--- config.mk ---
export PLATFORM = sky130hd
export DESIGN_NAME = sqrt_operand_ctrl
export DESIGN_NICKNAME = d
export VERILOG_FILES = /design/src/rtl/lampFPU_pkg.sv /design/src/rtl/sqrt_norm_round.sv /design/src/rtl/sqrt_operand_ctrl.sv
export SDC_FILE = /design/constraint.sdc
export NUM_CORES = 1
export LEC_CHECK = 0
export ABC_AREA = 1
export CAP_MARGIN = 20
export CORE_MARGIN = 5
export CORE_UTILIZATION = 53
export DETAILED_ROUTE_END_ITERATION = 8
export PLACE_DENSITY = 0.91
export RECOVER_POWER = 100
export SLEW_MARGIN = 0
export SYNTH_ARGS = -nofsm -noshare
export SYNTH_HDL_FRONTEND = slang
export SYNTH_HIERARCHICAL = 1
export SYNTH_SLANG_ARGS = --single-unit
--- constraint.sdc ---
create_clock -name clk -period 3.08 [get_ports clk]
set_input_delay 0.77 -clock clk [delete_from_list [all_inputs] [get_ports clk]]
set_output_delay 0.77 -clock clk [all_outputs]
set_load 0.1 [all_outputs]
--- src/rtl/lampFPU_pkg.sv ---
// Shared widths, constants and small types for the lampFPU bfloat16 datapath.
// Operand layout is {sign, exp[7:0], frac[6:0]}; the sqrt core works in unsigned Q1.15.
package lampFPU_pkg;

  localparam int LAMP_FLOAT_DW     = 16;
  localparam int LAMP_FLOAT_E_DW   = 8;
  localparam int LAMP_FLOAT_F_DW   = 7;
  localparam int LAMP_FLOAT_S_DW   = LAMP_FLOAT_F_DW + 1;
  localparam int LAMP_SQRT_DW      = 16;
  localparam int LAMP_FLOAT_E_BIAS = 127;

  localparam logic [LAMP_FLOAT_DW-1:0] QNAN     = 16'h7FC0;
  localparam logic [LAMP_FLOAT_DW-1:0] PLUS_INF = 16'h7F80;

  typedef enum logic [1:0] {
    NORMAL = 2'd0,
    ZERO   = 2'd1,
    INF    = 2'd2,
    NAN    = 2'd3
  } op_class_e;

  typedef enum logic [1:0] {
    IDLE  = 2'd0,
    ISSUE = 2'd1,
    WAIT  = 2'd2,
    ROUND = 2'd3
  } sqrt_state_e;

  // Denormals (exp=0) are flushed and therefore classified as zero.
  function automatic op_class_e classify(input logic [LAMP_FLOAT_E_DW-1:0] e,
                                         input logic [LAMP_FLOAT_F_DW-1:0] f);
    op_class_e c;
    if (e == '0)
      c = ZERO;
    else if (e == '1)
      c = (f == '0) ? INF : NAN;
    else
      c = NORMAL;
    return c;
  endfunction

endpackage

--- src/rtl/sqrt_norm_round.sv ---
// Combinational back end: normalises the core's Q1.15 result, rounds to nearest-even
// and packs it, or substitutes the fixed result for special operands.
module sqrt_norm_round
  import lampFPU_pkg::*;
(
  input  op_class_e                   op_class,
  input  logic                        sign,
  input  logic                        inv_sqrt,
  input  logic [LAMP_FLOAT_E_DW-1:0]  pre_exp,
  input  logic [LAMP_SQRT_DW-1:0]     sqrt_res,
  output logic [LAMP_FLOAT_DW-1:0]    res,
  output logic                        invalid,
  output logic                        div_by_zero
);

  logic [LAMP_FLOAT_F_DW-1:0] frac_win   [3];
  logic                       guard_win  [3];
  logic                       sticky_win [3];

  logic [1:0]                 lz;
  logic [LAMP_FLOAT_F_DW-1:0] frac_sel;
  logic                       guard_sel;
  logic                       sticky_sel;
  logic                       round_up;
  logic [LAMP_FLOAT_F_DW:0]   frac_rnd;
  logic [LAMP_FLOAT_E_DW-1:0] exp_norm;
  logic [LAMP_FLOAT_DW-1:0]   norm_res;

  // Window gi is the fraction/guard/sticky view after a left shift by gi.
  genvar gi;
  generate
    for (gi = 0; gi < 3; gi++) begin : g_win
      assign frac_win[gi]   = sqrt_res[14-gi -: LAMP_FLOAT_F_DW];
      assign guard_win[gi]  = sqrt_res[7-gi];
      assign sticky_win[gi] = |sqrt_res[6-gi:0];
    end
  endgenerate

  always_comb begin
    lz         = 2'd2;
    frac_sel   = frac_win[2];
    guard_sel  = guard_win[2];
    sticky_sel = sticky_win[2];
    if (sqrt_res[15]) begin
      lz         = 2'd0;
      frac_sel   = frac_win[0];
      guard_sel  = guard_win[0];
      sticky_sel = sticky_win[0];
    end else if (sqrt_res[14]) begin
      lz         = 2'd1;
      frac_sel   = frac_win[1];
      guard_sel  = guard_win[1];
      sticky_sel = sticky_win[1];
    end
  end

  // A carry out of the fraction leaves it all-zero and bumps the exponent.
  assign round_up = guard_sel & (sticky_sel | frac_sel[0]);
  assign frac_rnd = {1'b0, frac_sel} + {{LAMP_FLOAT_F_DW{1'b0}}, round_up};
  assign exp_norm = pre_exp - {6'b0, lz} + {7'b0, frac_rnd[LAMP_FLOAT_F_DW]};
  assign norm_res = {1'b0, exp_norm, frac_rnd[LAMP_FLOAT_F_DW-1:0]};

  always_comb begin
    res         = '0;
    invalid     = 1'b0;
    div_by_zero = 1'b0;
    if (op_class == NAN || (sign && op_class != ZERO)) begin
      res     = QNAN;
      invalid = 1'b1;
    end else if (op_class == ZERO) begin
      if (inv_sqrt) begin
        res         = {sign, PLUS_INF[LAMP_FLOAT_DW-2:0]};
        div_by_zero = 1'b1;
      end else begin
        res = {sign, {(LAMP_FLOAT_DW-1){1'b0}}};
      end
    end else if (op_class == INF) begin
      res = inv_sqrt ? '0 : PLUS_INF;
    end else if (sqrt_res != '0) begin
      res = norm_res;
    end
  end

endmodule

--- src/rtl/sqrt_operand_ctrl.sv ---
// Operand front end and result back end around an iterative sqrt / rsqrt core:
// registers and classifies the operand, issues it, then rounds and packs the result.
module sqrt_operand_ctrl
  import lampFPU_pkg::*;
(
  input  logic                        clk,
  input  logic                        rst,
  input  logic                        doOp_i,
  input  logic                        invSqrt_i,
  input  logic [LAMP_FLOAT_DW-1:0]    op_i,
  output logic                        busy_o,
  output logic                        doSqrt_o,
  output logic [LAMP_FLOAT_S_DW-1:0]  s_o,
  output logic                        is_exp_odd_o,
  output logic                        invSqrt_o,
  output logic                        special_case_o,
  input  logic                        sqrt_valid_i,
  input  logic [LAMP_SQRT_DW-1:0]     sqrt_res_i,
  output logic                        valid_o,
  output logic [LAMP_FLOAT_DW-1:0]    res_o,
  output logic                        invalid_o,
  output logic                        divByZero_o
);

  sqrt_state_e state_reg, state_next;

  logic                       accept;
  logic                       op_sign;
  logic [LAMP_FLOAT_E_DW-1:0] op_exp;
  logic [LAMP_FLOAT_F_DW-1:0] op_frac;
  op_class_e                  class_next;
  logic [LAMP_FLOAT_E_DW:0]   e_unb;
  logic [LAMP_FLOAT_E_DW-1:0] pre_exp_next;
  logic                       special_next;

  logic                       sign_reg;
  op_class_e                  class_reg;
  logic [LAMP_FLOAT_E_DW-1:0] pre_exp_reg;
  logic [LAMP_FLOAT_S_DW-1:0] s_reg;
  logic                       odd_reg;
  logic                       inv_reg;
  logic                       special_reg;
  logic [LAMP_SQRT_DW-1:0]    core_res_reg;

  logic                       valid_reg;
  logic [LAMP_FLOAT_DW-1:0]   res_reg;
  logic                       invalid_reg;
  logic                       dbz_reg;

  logic [LAMP_FLOAT_DW-1:0]   rnd_res;
  logic                       rnd_invalid;
  logic                       rnd_dbz;

  always_ff @(posedge clk or negedge rst) begin
    if (!rst)
      state_reg <= IDLE;
    else
      state_reg <= state_next;
  end

  always_comb begin
    state_next = state_reg;
    case (state_reg)
      IDLE:    if (doOp_i) state_next = ISSUE;
      ISSUE:   state_next = WAIT;
      WAIT:    if (sqrt_valid_i) state_next = ROUND;
      ROUND:   state_next = IDLE;
      default: state_next = IDLE;
    endcase
  end

  always_comb begin
    busy_o   = (state_reg != IDLE);
    doSqrt_o = (state_reg == ISSUE);
  end

  assign accept  = (state_reg == IDLE) && doOp_i;
  assign op_sign = op_i[LAMP_FLOAT_DW-1];
  assign op_exp  = op_i[LAMP_FLOAT_DW-2 -: LAMP_FLOAT_E_DW];
  assign op_frac = op_i[LAMP_FLOAT_F_DW-1:0];

  // e_unb is the signed unbiased exponent; e_unb[8:1] is its arithmetic half.
  assign class_next   = classify(op_exp, op_frac);
  assign e_unb        = {1'b0, op_exp} - (LAMP_FLOAT_E_DW+1)'(LAMP_FLOAT_E_BIAS);
  assign pre_exp_next = invSqrt_i
                      ? LAMP_FLOAT_E_DW'(LAMP_FLOAT_E_BIAS) - e_unb[LAMP_FLOAT_E_DW:1]
                      : LAMP_FLOAT_E_DW'(LAMP_FLOAT_E_BIAS) + e_unb[LAMP_FLOAT_E_DW:1];
  assign special_next = (class_next != NORMAL) || (op_sign && class_next != ZERO);

  always_ff @(posedge clk or negedge rst) begin
    if (!rst) begin
      sign_reg     <= 1'b0;
      class_reg    <= NORMAL;
      pre_exp_reg  <= '0;
      s_reg        <= '0;
      odd_reg      <= 1'b0;
      inv_reg      <= 1'b0;
      special_reg  <= 1'b0;
      core_res_reg <= '0;
    end else begin
      if (accept) begin
        sign_reg    <= op_sign;
        class_reg   <= class_next;
        pre_exp_reg <= pre_exp_next;
        s_reg       <= {1'b1, op_frac};
        odd_reg     <= e_unb[0];
        inv_reg     <= invSqrt_i;
        special_reg <= special_next;
      end
      if (state_reg == WAIT && sqrt_valid_i)
        core_res_reg <= sqrt_res_i;
    end
  end

  sqrt_norm_round u_norm_round (
    .op_class    (class_reg),
    .sign        (sign_reg),
    .inv_sqrt    (inv_reg),
    .pre_exp     (pre_exp_reg),
    .sqrt_res    (core_res_reg),
    .res         (rnd_res),
    .invalid     (rnd_invalid),
    .div_by_zero (rnd_dbz)
  );

  // Result and flags are captured leaving ROUND and held until the next result.
  always_ff @(posedge clk or negedge rst) begin
    if (!rst) begin
      valid_reg   <= 1'b0;
      res_reg     <= '0;
      invalid_reg <= 1'b0;
      dbz_reg     <= 1'b0;
    end else begin
      valid_reg <= (state_reg == ROUND);
      if (state_reg == ROUND) begin
        res_reg     <= rnd_res;
        invalid_reg <= rnd_invalid;
        dbz_reg     <= rnd_dbz;
      end
    end
  end

  assign s_o            = s_reg;
  assign is_exp_odd_o   = odd_reg;
  assign invSqrt_o      = inv_reg;
  assign special_case_o = special_reg;
  assign valid_o        = valid_reg;
  assign res_o          = res_reg;
  assign invalid_o      = invalid_reg;
  assign divByZero_o    = dbz_reg;

endmodule

Word level (Yosys, flattened, before mapping)
Index checks and enable logic that the tools add are counted.
Storage, ports and cells
  flip-flop bits (word level): 59
  output and inout port bits: 32
  bits of input ports: 37
Operators by class
  bitwise gates (word level): 2
  reductions and logical operators: 16
  equal/unequal tests: 11
  mux-type cells: 25
  $add $sub $neg: 6
Operator list (number)
  $mux 16: 3
  $mux 15: 3
  $reduce_bool 16->1: 1
  $mux 7: 2
  $mux 2: 6
  $mux 1: 9
  $sub 8x7->9 const B: 1
  $add 7x1->8: 1
  $add 7x8->8 const A: 1
  $add 8x1->8: 1
  $eq 2x2->1 const B: 4
  $eq 8x8->1 const B: 1
  $logic_not 8->1: 1
  $mux 8: 1
  $pmux 2 s4: 1
  $sub 7x8->8 const A: 1
  $sub 8x2->8: 1
  $logic_not 7->1: 1
  $reduce_or 7->1: 1
  $reduce_or 6->1: 1
  $reduce_or 5->1: 1
  $eq 2x1->1 const B: 2
  $logic_and 1x1->1: 4
  $ne 2x1->1 const B: 2
  other kinds (7): 10

Depth between registers and ports, before layout
Gate-level depths: netlist of the first run.
  word-level depth: 11
  mapped depth: 20

Cells and area by module
Netlist of the first run, hierarchy kept.
Modules (own cells, without submodules)
  sqrt_operand_ctrl: instances 1, area an instance 2677.6 µm², cells each 254
  sqrt_norm_round: instances 1, area an instance 937.1 µm², cells each 169

Worst setup path before layout of the first run
Ideal clock, no wire load.
  path type: reg-to-reg
  start: reg core_res_reg[15]
  end: reg res_reg[13] (netlist: res_o[13])
  setup slack: 0.236 ns
  path buffers: 1
  clock period less this slack: 2.844 ns
  cell stages (with the launch flop): 20
  arrival time: 2.719 ns
  cells stage by stage: dfrtp_1 -> buf_6 -> nor2_8 -> nand2_1 -> nand3_2 -> nand2_1 -> nor2_2 -> nand4_1 -> ha_1 -> inv_1 -> ha_1 -> fa_1 -> nand3_1 -> nand2_1 -> nand3_1 -> nand2_1 -> xor2_1 -> nand2_1 -> nand2_1 -> mux2_2
On the way
  longest elaborated chain between the ends: 9
  elaborated cells on any way between the ends: 14
Ends and longest elaborated chain
  start, declared: line sqrt_operand_ctrl.sv:43  | logic [LAMP_SQRT_DW-1:0] core_res_reg;
  start signal, assigned: line sqrt_operand_ctrl.sv:111  | core_res_reg <= sqrt_res_i;
  $mux 1 or $mux 7 (tied branches): line sqrt_norm_round.sv:44  | if (sqrt_res[15]) begin
  $or 1x1->1: line sqrt_norm_round.sv:58  | assign round_up = guard_sel & (sticky_sel | frac_sel[0]);
  $and 1x1->1: line sqrt_norm_round.sv:58
  $add 7x1->8: line sqrt_norm_round.sv:59  | assign frac_rnd = {1'b0, frac_sel} + {{LAMP_FLOAT_F_DW{1'b0}}, round_up};
  $add 8x1->8: line sqrt_norm_round.sv:60  | assign exp_norm = pre_exp - {6'b0, lz} + {7'b0, frac_rnd[LAMP_FLOAT_F_DW]};
  $mux 15 (*): line sqrt_norm_round.sv:79  | end else if (sqrt_res != '0) begin
  $mux 16 (*): line sqrt_norm_round.sv:77  | end else if (op_class == INF) begin
  $mux 16 (*): line sqrt_norm_round.sv:70  | end else if (op_class == ZERO) begin
  $mux 16 (*): line sqrt_norm_round.sv:67  | if (op_class == NAN || (sign && op_class != ZERO)) begin
  named net rnd_res[13]: line sqrt_operand_ctrl.sv:50  | logic [LAMP_FLOAT_DW-1:0] rnd_res;
  end signal, assigned: line sqrt_operand_ctrl.sv:136  | res_reg <= rnd_res;
  end, declared: line sqrt_operand_ctrl.sv:46  | logic [LAMP_FLOAT_DW-1:0] res_reg;
Mark *: on every way through the listed nets, which the timed path passes. The rest lies on a longest branch.
A chain may end at the register's enable or synchronous reset.

Worst setup path in the final report of the first run
  start: reg core_res_reg[14]
  end: reg res_reg[13] (netlist: res_o[13])
On the way
  longest elaborated chain between the ends: 10
  elaborated cells on any way between the ends: 18
Ends and longest elaborated chain
  $mux 1 or $mux 7 (tied branches): line sqrt_norm_round.sv:49  | end else if (sqrt_res[14]) begin
  $mux 1 or $mux 7 (tied branches): line sqrt_norm_round.sv:44
  $or 1x1->1: line sqrt_norm_round.sv:58
  $and 1x1->1: line sqrt_norm_round.sv:58
  $add 7x1->8: line sqrt_norm_round.sv:59
  $add 8x1->8: line sqrt_norm_round.sv:60
  $mux 15 (*): line sqrt_norm_round.sv:79
  $mux 16 (*): line sqrt_norm_round.sv:77
  $mux 16 (*): line sqrt_norm_round.sv:70
  $mux 16 (*): line sqrt_norm_round.sv:67
  named net rnd_res[13]: line sqrt_operand_ctrl.sv:50
Marked as above.

==> results.toml, run 1 <==
[critical_path]
required_ns = 3.30
critPathLaunchType = "flip-flop"
critPathCaptureType = "flip-flop"
crit_chain = "buf_4, nand3_1, nand3_2, nand2_2, nor2_2, nand4_1, ha_1, inv_2, ha_4, fa_2, nand3_2, nand2_2, nand3_2, nand2_2, xor2_1, nand2_1, nand2_1, mux2_4"
slowest_delay_ns = 0.54
slowest_stage = "dfrtp_2"
path_buf_inv = 2
path_class = "reg2reg"
crit_arrival_ns = 3.29
crit_family = "simple AND/OR/NAND/NOR gates"
critPathMaxFanout = 7

[clocking]
clock_latency_ns = 0.33
cts_root_buffer = "clkbuf_8"
cts_buffers = 9
clk_path_buf_depth = 2
cts_max_level = 3
clock-sinks = 59
clk_pin_slew_ns = 0.06
cts_tree = "built"
cts_hold_buf = 0

[global_routing]
grt_max_degree = 43
grt_pass1_vias = 3166
grt_overflow = 0
gr-usage-all-layers_pct = 20.0
antenna_found_initial = 0
grt_pass1_wl_um = 13800

[sta]
fin_crit_sh_pct = 99.8
tns_ns = 0
whs_ns = 0.468
timing_worst_slew_pin_value_ns = 2.15
period_minus_slack_ns = 3.07
finalSetupViolCount = 0
final_hold_viol_count = 0
max_slew_margin_pct = -43.4
fmax_mhz = 325
skew_ns = 0.00869
finalMaxSlewViolations = 43
setup_slack_ns = 0.00712

[cells_and_area]
layout-drive-gt1-share_pct = 22.1
multi_input_area_mm2 = 0.00199
nNetsFinal = 569
stdcell_area_mm2 = 0.00454
final_common_cell = "nand2_1"
final.fill_count = 496
insertedDiodeCount = 0
syn2layout_area_growth_pct = 25.7
regArea_mm2 = 0.00148
layout_common_cells = "nand2_1 (116), dfrtp_1 (57), inv_1 (42)"

[status]
violations = "capacitance limit, slew limit"
status = "finished with violations"

[run]
drv_cap = 1

[placement]
port_buffers = 68
placed_cell_area_mm2 = 0.00429
dp_hpwl_um = 6200
pre_cts_ws_ns = -0.0890
gp_congestion = 0.885

[worst_hold_path]
min_path_type = "reg2reg"

[logic_synthesis]
synth_nets = 479
synth-warning-count = 6
synth_area_mm2 = 0.00361
synth_top_family_by_area = "simple AND/OR/NAND/NOR gates"
synthCells = 423
synth_fa_ha_area_share_pct = 6.78
synthMuxAreaShare_pct = 10.6
async_flop_share_pct = 100
synth-compound-area-share_pct = 5.33
synth-seq-cells = 59
yosys.area_share.simple_pct = 26.6
ys_seq_area_share_pct = 40.8
synth_enable_flop_cells = 0
ys.flop_type = "dfrtp_1"
synth-xor-area-share_pct = 2.91
yosysUniqueCellTypes = 41
avgSynthCellArea_um2 = 8.55

[floorplan]
rows = 30
dieWidth_um = 92.6
die_h_um = 92.6
fp.dieArea_mm2 = 0.00857
core_area_mm2 = 0.00672
ios = 69
start_util_pct = 53.8

[detailed_routing]
wl_um = 9210
detail-route-antenna-nets = 0
wl_per_cell_um = 15.4
num_vias = 3341
viasPerCell = 5.60
drc = 0
dr.first_iter.drc_count = 191
first_pass_iters = 5
[routing by layer]
layer	global-route usage, %	vias up	part of all wire, %
met5	0	-	0
met4	11.3	0	4.5
met3	3.49	57	7.1
met2	34.5	162	49
met1	23.3	1567	40
li1	-	1555	-
[through the flow]
step | std cells | utilization, %
floorplan | 423 | -
global placement | 569 | 63.8
detailed placement | 569 | 63.8
CTS | 586 | 66.8
global route | 597 | 67.6
finish | 597 | 67.6
[worst paths after layout]
kind | endpoint | startpoint | slack (ns) | cells past startpoint
worst max-delay path | res_o[13] | core_res_reg[14] | 0.007 | 18
worst max register to register | res_o[13] | core_res_reg[14] | 0.007 | 18
worst min register to register | s_o[7] | s_o[7] | 0.47 | 1
min in group asynchronous | core_res_reg[13] | rst | 1.06 | 1
max in group asynchronous | core_res_reg[15] | rst | 0.64 | 1
worst min-delay path | s_o[7] | s_o[7] | 0.47 | 1
[cell usage after synthesis (2+ instances only)]
cell type / n / share of area (%)
o22ai_1: 2 / 0.35
xor2_1: 9 / 2.2
inv_1: 45 / 4.7
dfrtp_1: 59 / 41
nor3_1: 4 / 0.55
xnor2_1: 3 / 0.73
buf_2: 3 / 0.42
nand3_1: 32 / 4.4
mux2_2: 34 / 11
o21bai_1: 2 / 0.42
o21ai_2: 2 / 0.48
inv_2: 2 / 0.21
nand2_1: 123 / 13
nor2_2: 5 / 0.87
o21ai_0: 12 / 1.7
nand4_1: 6 / 1.0
ha_1: 18 / 6.2
a21oi_1: 7 / 0.97
nand2_2: 5 / 0.87
nor2_1: 21 / 2.2
a21o_1: 2 / 0.42
buf_6: 2 / 0.62
or2_2: 2 / 0.35
nor3_2: 2 / 0.55
nand3_2: 5 / 1.4
[repair_timing]
item	in CTS	in global routing
pin swaps	1	9
gates cloned	0	1
gates resized for setup	4	24
buffers inserted	2	10
setup endpoints to repair	1	3
[logic make-up after synthesis]
group | after synthesis
adder cells (fa/ha/maj) | 19
AO/OA/AOI/OAI | 32
multiplexers | 34
XOR/XNOR | 12
AND/OR/NAND/NOR | 211
buffers and inverters | 56
flip-flops | 59
[final cells by class]
type / instances / share of cell area [%]
Tap cell: 80 / 2.20
Clock buffer: 13 / 3.72
Clock inverter: 2 / 0.220
Timing Repair Buffer: 87 / 13.6
Multi-Input combinational cell: 309 / 43.8
Sequential cell: 59 / 32.5
Inverter: 47 / 3.94
Power of run 1 is left out: the tool's default activity adds up to more than one toggle a clock period on the data nets, which glitch-free logic cannot reach.
==> run 2, diff against run 1 <==
Settings changed: SKIP_LAST_GASP from default to 1.
Clock period 3.08 ns to 2.9 ns, I/O delays scaled along.
==> run 2 against run 1 <==
Effect of this change:
- the run ends with capacitance limit, slew limit, setup timing left
- critical path depth is 1 lower
- fmax increased by 3.7%
- cell count grew 0.67%
- clock-buffer cell count shrank 1
==> results.toml, run 2 (synthesis results as in run 1) <==
[status]
status = "finished with violations"
violations = "capacitance limit, slew limit, setup timing"

[cells_and_area]
layout-drive-gt1-share_pct = 22.1
final_common_cell = "nand2_1"
syn2layout_area_growth_pct = 26.2
nNetsFinal = 572
layout_common_cells = "nand2_1 (117), dfrtp_1 (58), inv_1 (42)"
insertedDiodeCount = 0

[critical_path]
ff2ff_path_depth = 17
path_class = "reg2reg"
required_ns = 3.13
endpoint = "res_o[9]"
crit_arrival_ns = 3.20
crit_family = "adder cells"
critPathMaxFanout = 8
r2r_end = "res_o[9]"
reg2reg_slack_ns = -0.06
critPathCaptureType = "flip-flop"
slowest_stage = "dfrtp_1"
slowest_delay_ns = 0.42
worstSetupStartpoint = "core_res_reg[15]"
path_depth = 17
reg2reg_from = "core_res_reg[15]"
critPathLaunchType = "flip-flop"
crit_chain = "buf_6, nor2_8, nand2_2, nand3_2, nand2_2, nor2_4, nand4_1, ha_1, inv_2, ha_4, fa_2, buf_4, buf_4, xor2_1, nand2_1, nand2_1, mux2_4"
path_buf_inv = 4

[worst_hold_path]
min_path_type = "reg2reg"

[clocking]
cts_tree = "built"
clk_path_buf_depth = 2
clk_pin_slew_ns = 0.07
cts_root_buffer = "clkbuf_8"
cts_max_level = 3
clock-sinks = 59
cts_hold_buf = 0
cts_buffers = 9
clock_latency_ns = 0.34

[detailed_routing]
viasPerCell = 5.35
first_pass_iters = 5
wl_per_cell_um = 14.1
wl_um = 8490
detail-route-antenna-nets = 0
num_vias = 3215
dr.first_iter.drc_count = 150
drc = 0

[placement]
port_buffers = 68
dp_hpwl_um = 6260
gp_congestion = 0.846

[global_routing]
use_met1_pct = 24.9
grt_util_met3_pct = 4.47
use_met2_pct = 34.9
gr-usage-all-layers_pct = 20.6
antenna_found_initial = 0
grt_overflow = 0
grt_max_degree = 32
grt_pass1_wl_um = 14000
grt_pass1_vias = 3116
grt.busiest_layer = "met2"

[floorplan]
dieWidth_um = 92.6
core_area_mm2 = 0.00672
ios = 69
die_h_um = 92.6
start_util_pct = 53.8
fp.dieArea_mm2 = 0.00857
rows = 30

[sta]
timing_worst_slew_pin_value_ns = 1.55
fmax_mhz = 337
fin_crit_sh_pct = 102
finalSetupViolCount = 3
whs_ns = 0.480
finalMaxSlewViolations = 30
skew_ns = 0.00748
max_slew_margin_pct = -3.26
setup_slack_ns = -0.0632
period_minus_slack_ns = 2.96
grt_setup_unrepaired = "true"
final_hold_viol_count = 0

[run]
drv_cap = 1
[run 2: through the flow]
stage	cell area [um^2]	setup TNS (ns)	worst slack (ns)	util [%]	cells
2_1_floorplan	3610	0	0.0557	-	423
3_3_place_gp	4370	-0.0614	-0.0614	65.0	578
3_5_place_dp	4370	-0.146	-0.139	65.0	578
4_1_cts	4630	0	0.00732	68.9	597
5_1_grt	4560	-0.651	-0.223	67.9	601
6_report	4560	-0.149	-0.0632	67.9	601
[run 2: worst min-delay path by stage]
stage                     cells past startpoint                to  slack, ns  startpoint
after global routing                          2            s_o[5]       0.51      s_o[5]
after CTS                                     1  core_res_reg[13]       0.42         rst
after global placement                        1            s_o[7]       0.45      s_o[7]
after detailed placement                      2            s_o[1]       0.47      s_o[1]
final                                         1            s_o[7]       0.48      s_o[7]
after floorplan                               0      class_reg[0]       0.43         rst
[run 2: worst register-to-register path, stage by stage, from the launching register on]
cell and delay, ns:
dfrtp_1 0.42, buf_6 0.15, nor2_8 0.17, nand2_2 0.08, nand3_2 0.09, nand2_2 0.07, nor2_4 0.11, nand4_1 0.08
ha_1 0.30, inv_2 0.04, ha_4 0.15, fa_2 0.36, buf_4 0.14, buf_4 0.12, xor2_1 0.15, nand2_1 0.08
nand2_1 0.07, mux2_4 0.28
[run 2: metal layers]
layer / up-vias / part of all wire [%]
li1: 1569 / -
met1: 1525 / 42
met2: 104 / 50
met3: 17 / 5.7
met4: 0 / 2.3
met5: - / 0
[run 2: layout make-up]
cell class	count	area, um^2
clock inverters	4	47.5
multi-input cells	308	1940
fillers	511	2160
well taps	80	100
inverters	47	176
repair buffers	91	652
flip-flops and latches	59	1480
clock buffers	12	165
[run 2: what timing repair did]
item	CTS	global route
buffers inserted	3	4
gates resized for setup	9	11
endpoints found under the setup margin	3	4
pin swaps	3	7
Power of run 2 is left out for the same reason.
